--- config.mk ---
export PLATFORM = sky130hd
export DESIGN_NAME = qk_input_stager
export DESIGN_NICKNAME = d
export VERILOG_FILES = /design/src/rtl/qk_input_stager_pkg.sv /design/src/rtl/qk_input_stager_row_packer.sv /design/src/rtl/qk_input_stager.sv
export SDC_FILE = /design/constraint.sdc
export NUM_CORES = 2
export LEC_CHECK = 0
export CORE_MARGIN = 2
export CORE_UTILIZATION = 30
export CTS_BUF_LIST = sky130_fd_sc_hd__clkbuf_8
export CTS_CLUSTER_DIAMETER = 120
export CTS_CLUSTER_SIZE = 10
export DETAILED_ROUTE_END_ITERATION = 6
export GPL_TIMING_DRIVEN = 0
export PLACE_DENSITY = 0.4
export SLEW_MARGIN = 10
export SYNTH_ARGS = -nofsm -noshare
export SYNTH_HDL_FRONTEND = slang
export SYNTH_SLANG_ARGS = --single-unit
--- constraint.sdc ---
create_clock -name clk -period 12.6 [get_ports clk]
set_input_delay 1.26 -clock clk [delete_from_list [all_inputs] [get_ports clk]]
set_output_delay 1.26 -clock clk [all_outputs]
set_load 0.01 [all_outputs]
--- src/rtl/qk_input_stager_pkg.sv ---
// Shared constants and state encoding for the Q/K input stager and its row packer.
package qk_input_stager_pkg;

    localparam int unsigned BW          = 8;
    localparam int unsigned PR          = 16;
    localparam int unsigned TOTAL_CYCLE = 8;
    localparam int unsigned COL         = 8;
    localparam int unsigned START_LAT   = 2;

    localparam int unsigned NROWS = TOTAL_CYCLE + COL;
    localparam int unsigned ROW_W = PR * BW;

    typedef logic [1:0] state_t;

    localparam state_t FILL   = 2'd0;
    localparam state_t LAUNCH = 2'd1;
    localparam state_t WAIT   = 2'd2;
    localparam state_t STREAM = 2'd3;

    // Counter width for n states, never narrower than one bit.
    function automatic int unsigned idx_width(input int unsigned n);
        return (n > 1) ? $clog2(n) : 1;
    endfunction

endpackage

--- src/rtl/qk_input_stager_row_packer.sv ---
// Packs a byte stream into pr-byte rows, first byte in the LSBs; row_done flags the
// transfer that completes a row, with the full row presented alongside it.
module row_packer
    import qk_input_stager_pkg::*;
#(
    parameter int unsigned bw = BW,
    parameter int unsigned pr = PR
) (
    input  logic              clk,
    input  logic              reset,
    input  logic [bw-1:0]     in_byte,
    input  logic              in_valid,
    output logic              row_done,
    output logic [pr*bw-1:0]  row
);

    localparam int unsigned HoldW = (pr - 1) * bw;
    localparam int unsigned CntW  = idx_width(pr);
    localparam logic [CntW-1:0] LastByte = CntW'(pr - 1);

    logic [CntW-1:0]  byte_cnt_q, byte_cnt_d;
    logic [HoldW-1:0] hold_q, hold_d;

    // Earlier bytes sit in hold_q; the incoming byte tops off the row.
    assign row      = {in_byte, hold_q};
    assign row_done = in_valid && (byte_cnt_q == LastByte);

    always_comb begin
        byte_cnt_d = byte_cnt_q;
        hold_d     = hold_q;
        if (in_valid) begin
            hold_d     = HoldW'(row >> bw);
            byte_cnt_d = row_done ? '0 : byte_cnt_q + 1'b1;
        end
    end

    always_ff @(posedge clk) begin
        if (reset) begin
            byte_cnt_q <= '0;
        end else begin
            byte_cnt_q <= byte_cnt_d;
        end
    end

    always_ff @(posedge clk) begin
        hold_q <= hold_d;
    end

endmodule

--- src/rtl/qk_input_stager.sv ---
// Buffers one batch of Q then K rows from a byte stream, pulses start, and replays the rows
// on mem_in one per cycle beginning start_lat cycles after the start pulse.
module qk_input_stager
    import qk_input_stager_pkg::*;
#(
    parameter int unsigned bw          = BW,
    parameter int unsigned pr          = PR,
    parameter int unsigned total_cycle = TOTAL_CYCLE,
    parameter int unsigned col         = COL,
    parameter int unsigned start_lat   = START_LAT
) (
    input  logic              clk,
    input  logic              reset,
    input  logic [bw-1:0]     in_data,
    input  logic              in_valid,
    output logic              in_ready,
    output logic              start,
    output logic [pr*bw-1:0]  mem_in,
    output logic              row_valid,
    output logic              busy
);

    localparam int unsigned RowW = pr * bw;
    localparam int unsigned Rows = total_cycle + col;
    localparam int unsigned IdxW = idx_width(Rows);
    localparam logic [IdxW-1:0] LastRow = IdxW'(Rows - 1);
    localparam logic [3:0] DlyInit = (start_lat > 1) ? 4'(start_lat - 2) : 4'd0;

    state_t          state_q, state_d;
    logic [IdxW-1:0] row_cnt_q, row_cnt_d;
    logic [IdxW-1:0] rd_idx_q, rd_idx_d;
    logic [3:0]      dly_cnt_q, dly_cnt_d;
    logic            in_ready_q, start_q, row_valid_q, busy_q;
    logic [RowW-1:0] mem_in_q, mem_in_d;
    logic [RowW-1:0] row_buf_q [Rows];

    logic            xfer;
    logic            row_done;
    logic [RowW-1:0] packed_row;

    // in_ready_q is high exactly in FILL, so it alone qualifies a transfer.
    assign xfer = in_valid && in_ready_q;

    row_packer #(
        .bw (bw),
        .pr (pr)
    ) u_row_packer (
        .clk      (clk),
        .reset    (reset),
        .in_byte  (in_data),
        .in_valid (xfer),
        .row_done (row_done),
        .row      (packed_row)
    );

    always_comb begin
        state_d   = state_q;
        row_cnt_d = row_cnt_q;
        rd_idx_d  = rd_idx_q;
        dly_cnt_d = dly_cnt_q;
        unique case (state_q)
            FILL: begin
                if (row_done) begin
                    if (row_cnt_q == LastRow) begin
                        state_d   = LAUNCH;
                        row_cnt_d = '0;
                    end else begin
                        row_cnt_d = row_cnt_q + 1'b1;
                    end
                end
            end
            LAUNCH: begin
                rd_idx_d = '0;
                if (start_lat > 1) begin
                    state_d   = WAIT;
                    dly_cnt_d = DlyInit;
                end else begin
                    state_d = STREAM;
                end
            end
            WAIT: begin
                if (dly_cnt_q == 4'd0) begin
                    state_d  = STREAM;
                    rd_idx_d = '0;
                end else begin
                    dly_cnt_d = dly_cnt_q - 4'd1;
                end
            end
            STREAM: begin
                if (rd_idx_q == LastRow) begin
                    state_d  = FILL;
                    rd_idx_d = '0;
                end else begin
                    rd_idx_d = rd_idx_q + 1'b1;
                end
            end
            default: state_d = FILL;
        endcase
    end

    // Outputs are registered from next state so row r lands in the cycle of its STREAM slot.
    assign mem_in_d = (state_d == STREAM) ? row_buf_q[rd_idx_d] : '0;

    always_ff @(posedge clk) begin
        if (reset) begin
            state_q     <= FILL;
            row_cnt_q   <= '0;
            rd_idx_q    <= '0;
            dly_cnt_q   <= '0;
            in_ready_q  <= 1'b0;
            start_q     <= 1'b0;
            mem_in_q    <= '0;
            row_valid_q <= 1'b0;
            busy_q      <= 1'b0;
        end else begin
            state_q     <= state_d;
            row_cnt_q   <= row_cnt_d;
            rd_idx_q    <= rd_idx_d;
            dly_cnt_q   <= dly_cnt_d;
            in_ready_q  <= (state_d == FILL);
            start_q     <= (state_d == LAUNCH);
            mem_in_q    <= mem_in_d;
            row_valid_q <= (state_d == STREAM);
            busy_q      <= (state_d != FILL);
        end
    end

    // Buffer is never cleared; every row is rewritten before it is streamed.
    always_ff @(posedge clk) begin
        if (row_done) begin
            row_buf_q[row_cnt_q] <= packed_row;
        end
    end

    assign in_ready  = in_ready_q;
    assign start     = start_q;
    assign mem_in    = mem_in_q;
    assign row_valid = row_valid_q;
    assign busy      = busy_q;

endmodule
==> results.md <==
- DRT Wirelength: 294000 um
- Crit end category: flip-flop
- Switching power: 2960 uW
- PostCTS Resize Cnt: 0
- Hold buffers post-CTS: 0
- Register area share after synthesis: 79.2%
- Routed vias/inst: 5.08
- Setup Viol. Count Final: 0
- Die Area: 291000 um2
- Slew Limit Fails: 0
- Clk sinks: 2318
- Area grow syn2layout: 15.4%
- Worst-Skew Late Latency: 1.01 ns
- IO Count: 143
- Syn_area_per_cell: 15.2 um2
- Cell area after layout: 99200 um2
- GRT Residual Overflow: 0
- Final min period: 4.49 ns
- Post-DP Area: 94500 um2
- Fillers: 27609
- Initial antenna violation count: 29
- CP arrival: 5.18 ns
- Residual DRC: 0
- Max Cap Viol: 0
- Sw Ratio: 22.1%
- Setup Skew: 0.0448 ns
- Final HPWL DP: 186000 um
- Leak: 0.0354 uW
- Async set or reset register ratio after synthesis: 0%
- Synth area leader: edfxtp_1
- Routed via count: 51838
- Failing checks: antenna violations
- Antenna Violating Nets Remaining: 2
- Post-place setup slack: 7.07 ns
- Post-synth cell types: 45
- HP Class: reg2reg
- Worst path required time: 13.28 ns
- Post-synthesis cell count: 5672
- Power Internal: 10500 uW
- Global placement routability congestion: 0.757
- Post-synth EDFFs: 2168
- Nets@finish: 6258
- First-pass GRT wire length: 409000 um
- Outcome: complete, but fails checks
- # rows: 196
- Worst Path Max Fanout: 10
- Pwr/cell area: 135 nW/um2
- Yosys reg bits: 2318
- GRT Total Usage: 19.6%
- Die Span X: 539 um
- Tcrit/Tclk final: 35.7%
- Comb pwr share: 0.2%
- Largest net degree at the start of global routing: 79
- Slack of the critical path: 8.11 ns
- Ys flop type: edfxtp_1
- RSZ-0062 raised after global routing: false
- Starting Density: 30.2%
- Input/output buffers: 142
- Worst rel slew slack: 11.4%
- Routed wire per std cell: 28.8 um
- Postcts setup bufs: 0
- Netlist Area Pre-Place: 85900 um2
- Share of layout cells above drive strength 1: 10.8%
- 1st-pass router iterations: 5
- H-tree depth: 5
- Fmax: 222 MHz
- Core area: 285000 um2
- Clock buffer count from CTS: 270
- Die Span Y: 539 um
- Warnings, synthesis: 0
- Vias in the first global route: 51934
- IR Drop Worst-Case VDD: 0.0690 mV
- Top post-synthesis cells by area: edfxtp_1 76%, a21oi_1 6.0%, nand2_1 4.6%, dfxtp_1 3.5%, a22oi_1 3.3%
- Drt initial violations: 4778
- Hold Vio Cnt, Final: 0
- Root Driver: clkbuf_8
- Worst-margin pin slew: 1.33 ns
- CP Class: in2reg
- Worst-case clock buffer depth: 4
- Clk pwr share: 36.7%
- Clock transition at path regs: 0.08 ns
- CTS tree: built
- CP Launch Type: input port
- Top-area cell type share of the netlist area: 75.8%
- Sequential share of power: 63.1%
- Syn nets: 5691
[power groups by stage]
stage	registers, uW	clock network (uW)	logic (uW)
detailed placement	8650	0	28.3
CTS	8470	5120	28.3
floorplan	8600	0	7.50
global route	8480	5400	29.3
finish	8470	4920	27.1
global placement	8650	0	26.1
[area by class of cell]
| cell class | count | area [um2] | area share (%) |
|---|---|---|---|
| clock inverters | 185 | 855 | 0.861 |
| flip-flops and latches | 2318 | 68100 | 68.7 |
| well taps | 3762 | 4710 | 4.74 |
| inverters | 10 | 52.6 | 0.0530 |
| multi-input cells | 2941 | 16100 | 16.2 |
| clock buffers | 276 | 3800 | 3.83 |
| plain buffers | 403 | 1820 | 1.84 |
| diodes | 15 | 37.5 | 0.0378 |
| repair buffers | 295 | 3750 | 3.78 |
[path summary, 6_finish.rpt]
| kind | from | end | slack (ns) | depth (start not counted) |
|---|---|---|---|---|
| min | u_row_packer.byte_cnt_q[1]$_SDFFE_PP0P_ | u_row_packer.byte_cnt_q[1]$_SDFFE_PP0P_ | 0.49 | 2 |
| min reg2reg | u_row_packer.byte_cnt_q[1]$_SDFFE_PP0P_ | u_row_packer.byte_cnt_q[1]$_SDFFE_PP0P_ | 0.49 | 2 |
| max | in_valid | row_buf_q[2][68]$_DFFE_PP_ | 8.11 | 13 |
| max reg2reg | dly_cnt_q[0]$_SDFFE_PP0P_ | mem_in[101]$_SDFF_PP0_ | 8.43 | 9 |
[flip-flops by register name (all words and copies together), names as in the netlist]
register,cells
row_cnt_q,4
rd_idx_q,4
row_buf_q,2048
u_row_packer.byte_cnt_q,4
dly_cnt_q,4
in_ready,1
row_valid,1
mem_in,128
state_q,2
busy,1
u_row_packer.hold_q,120
start,1
[stage by stage]
stage	std cells	util (%)	total power, uW	hold slack [ns]	TNS [ns]
after floorplan	5672	-	8610	0.450	0
after global placement	9576	32.3	8680	0.466	-9993.34
after detailed placement	9729	33.2	8680	0.478	0
after CTS	10190	34.8	13600	0.491	0
after global routing	10198	34.8	13900	0.511	0
final	10205	34.8	13400	0.486	0
[cell usage after synthesis, drive strengths merged (2+ instances only)]
master  count
a32oi       3
nand3       8
a21oi    1029
o21ai       2
nor2b       2
nor3       12
xor2        3
o221ai    127
buf       234
nand4       6
dfxtp     150
inv        10
edfxtp   2168
nand2    1049
ha          8
clkbuf    169
mux2i       5
nand2b      5
o22ai       2
a22oi     383
and2        3
nor2       26
a22o      254
[critical path, stage by stage]
cell and delay [ns]:
clkdlybuf4s50_1 0.45, nand2_1 0.23, nor2_1 0.29, clkbuf_1 0.35
nand2_1 0.31, nor3_2 0.77, buf_8 0.24, buf_4 0.21
buf_6 0.16, buf_6 0.18, buf_4 0.22, buf_4 0.22
buf_4 0.22
[layout by cell type (no fill, tap or decap), types with 18 or more instances in the layout]
master           instances
dfxtp_1                150
o221ai_1               127
clkdlybuf4s50_1        142
a21oi_1               1029
buf_4                   67
edfxtp_1              2168
inv_1                  168
buf_16                  18
nand2_1               1047
clkbuf_8               276
a22o_1                 254
buf_2                  209
a22oi_1                383
buf_12                  59
buf_6                   19
clkbuf_1               169
[logic make-up (layout without fill, tap and decap cells)]
logic type | Yosys count | after routing | synth area share, %
adders and majority gates | 8 | 8 | 0.116
xor gates and xnor gates | 4 | 4 | 0.0408
buffers and inverters | 413 | 1169 | 2.16
muxes | 5 | 5 | 0.0582
AOI/OAI and AO/OA | 1808 | 1808 | 13.4
DFF | 2318 | 2318 | 79.2
and+or+nand+nor | 1116 | 1116 | 4.99
other | 0 | 15 | 0
[metal layers]
| metal | global-route usage, % | up-vias | share of wire (%) |
|---|---|---|---|
| li1 | - | 22968 | - |
| met1 | 26.4 | 26961 | 43 |
| met2 | 32.8 | 1539 | 49 |
| met3 | 3.07 | 366 | 5.4 |
| met4 | 5.44 | 4 | 2.6 |
| met5 | 0 | - | 0.011 |
Note: power is estimated with default switching activity, not from simulation.
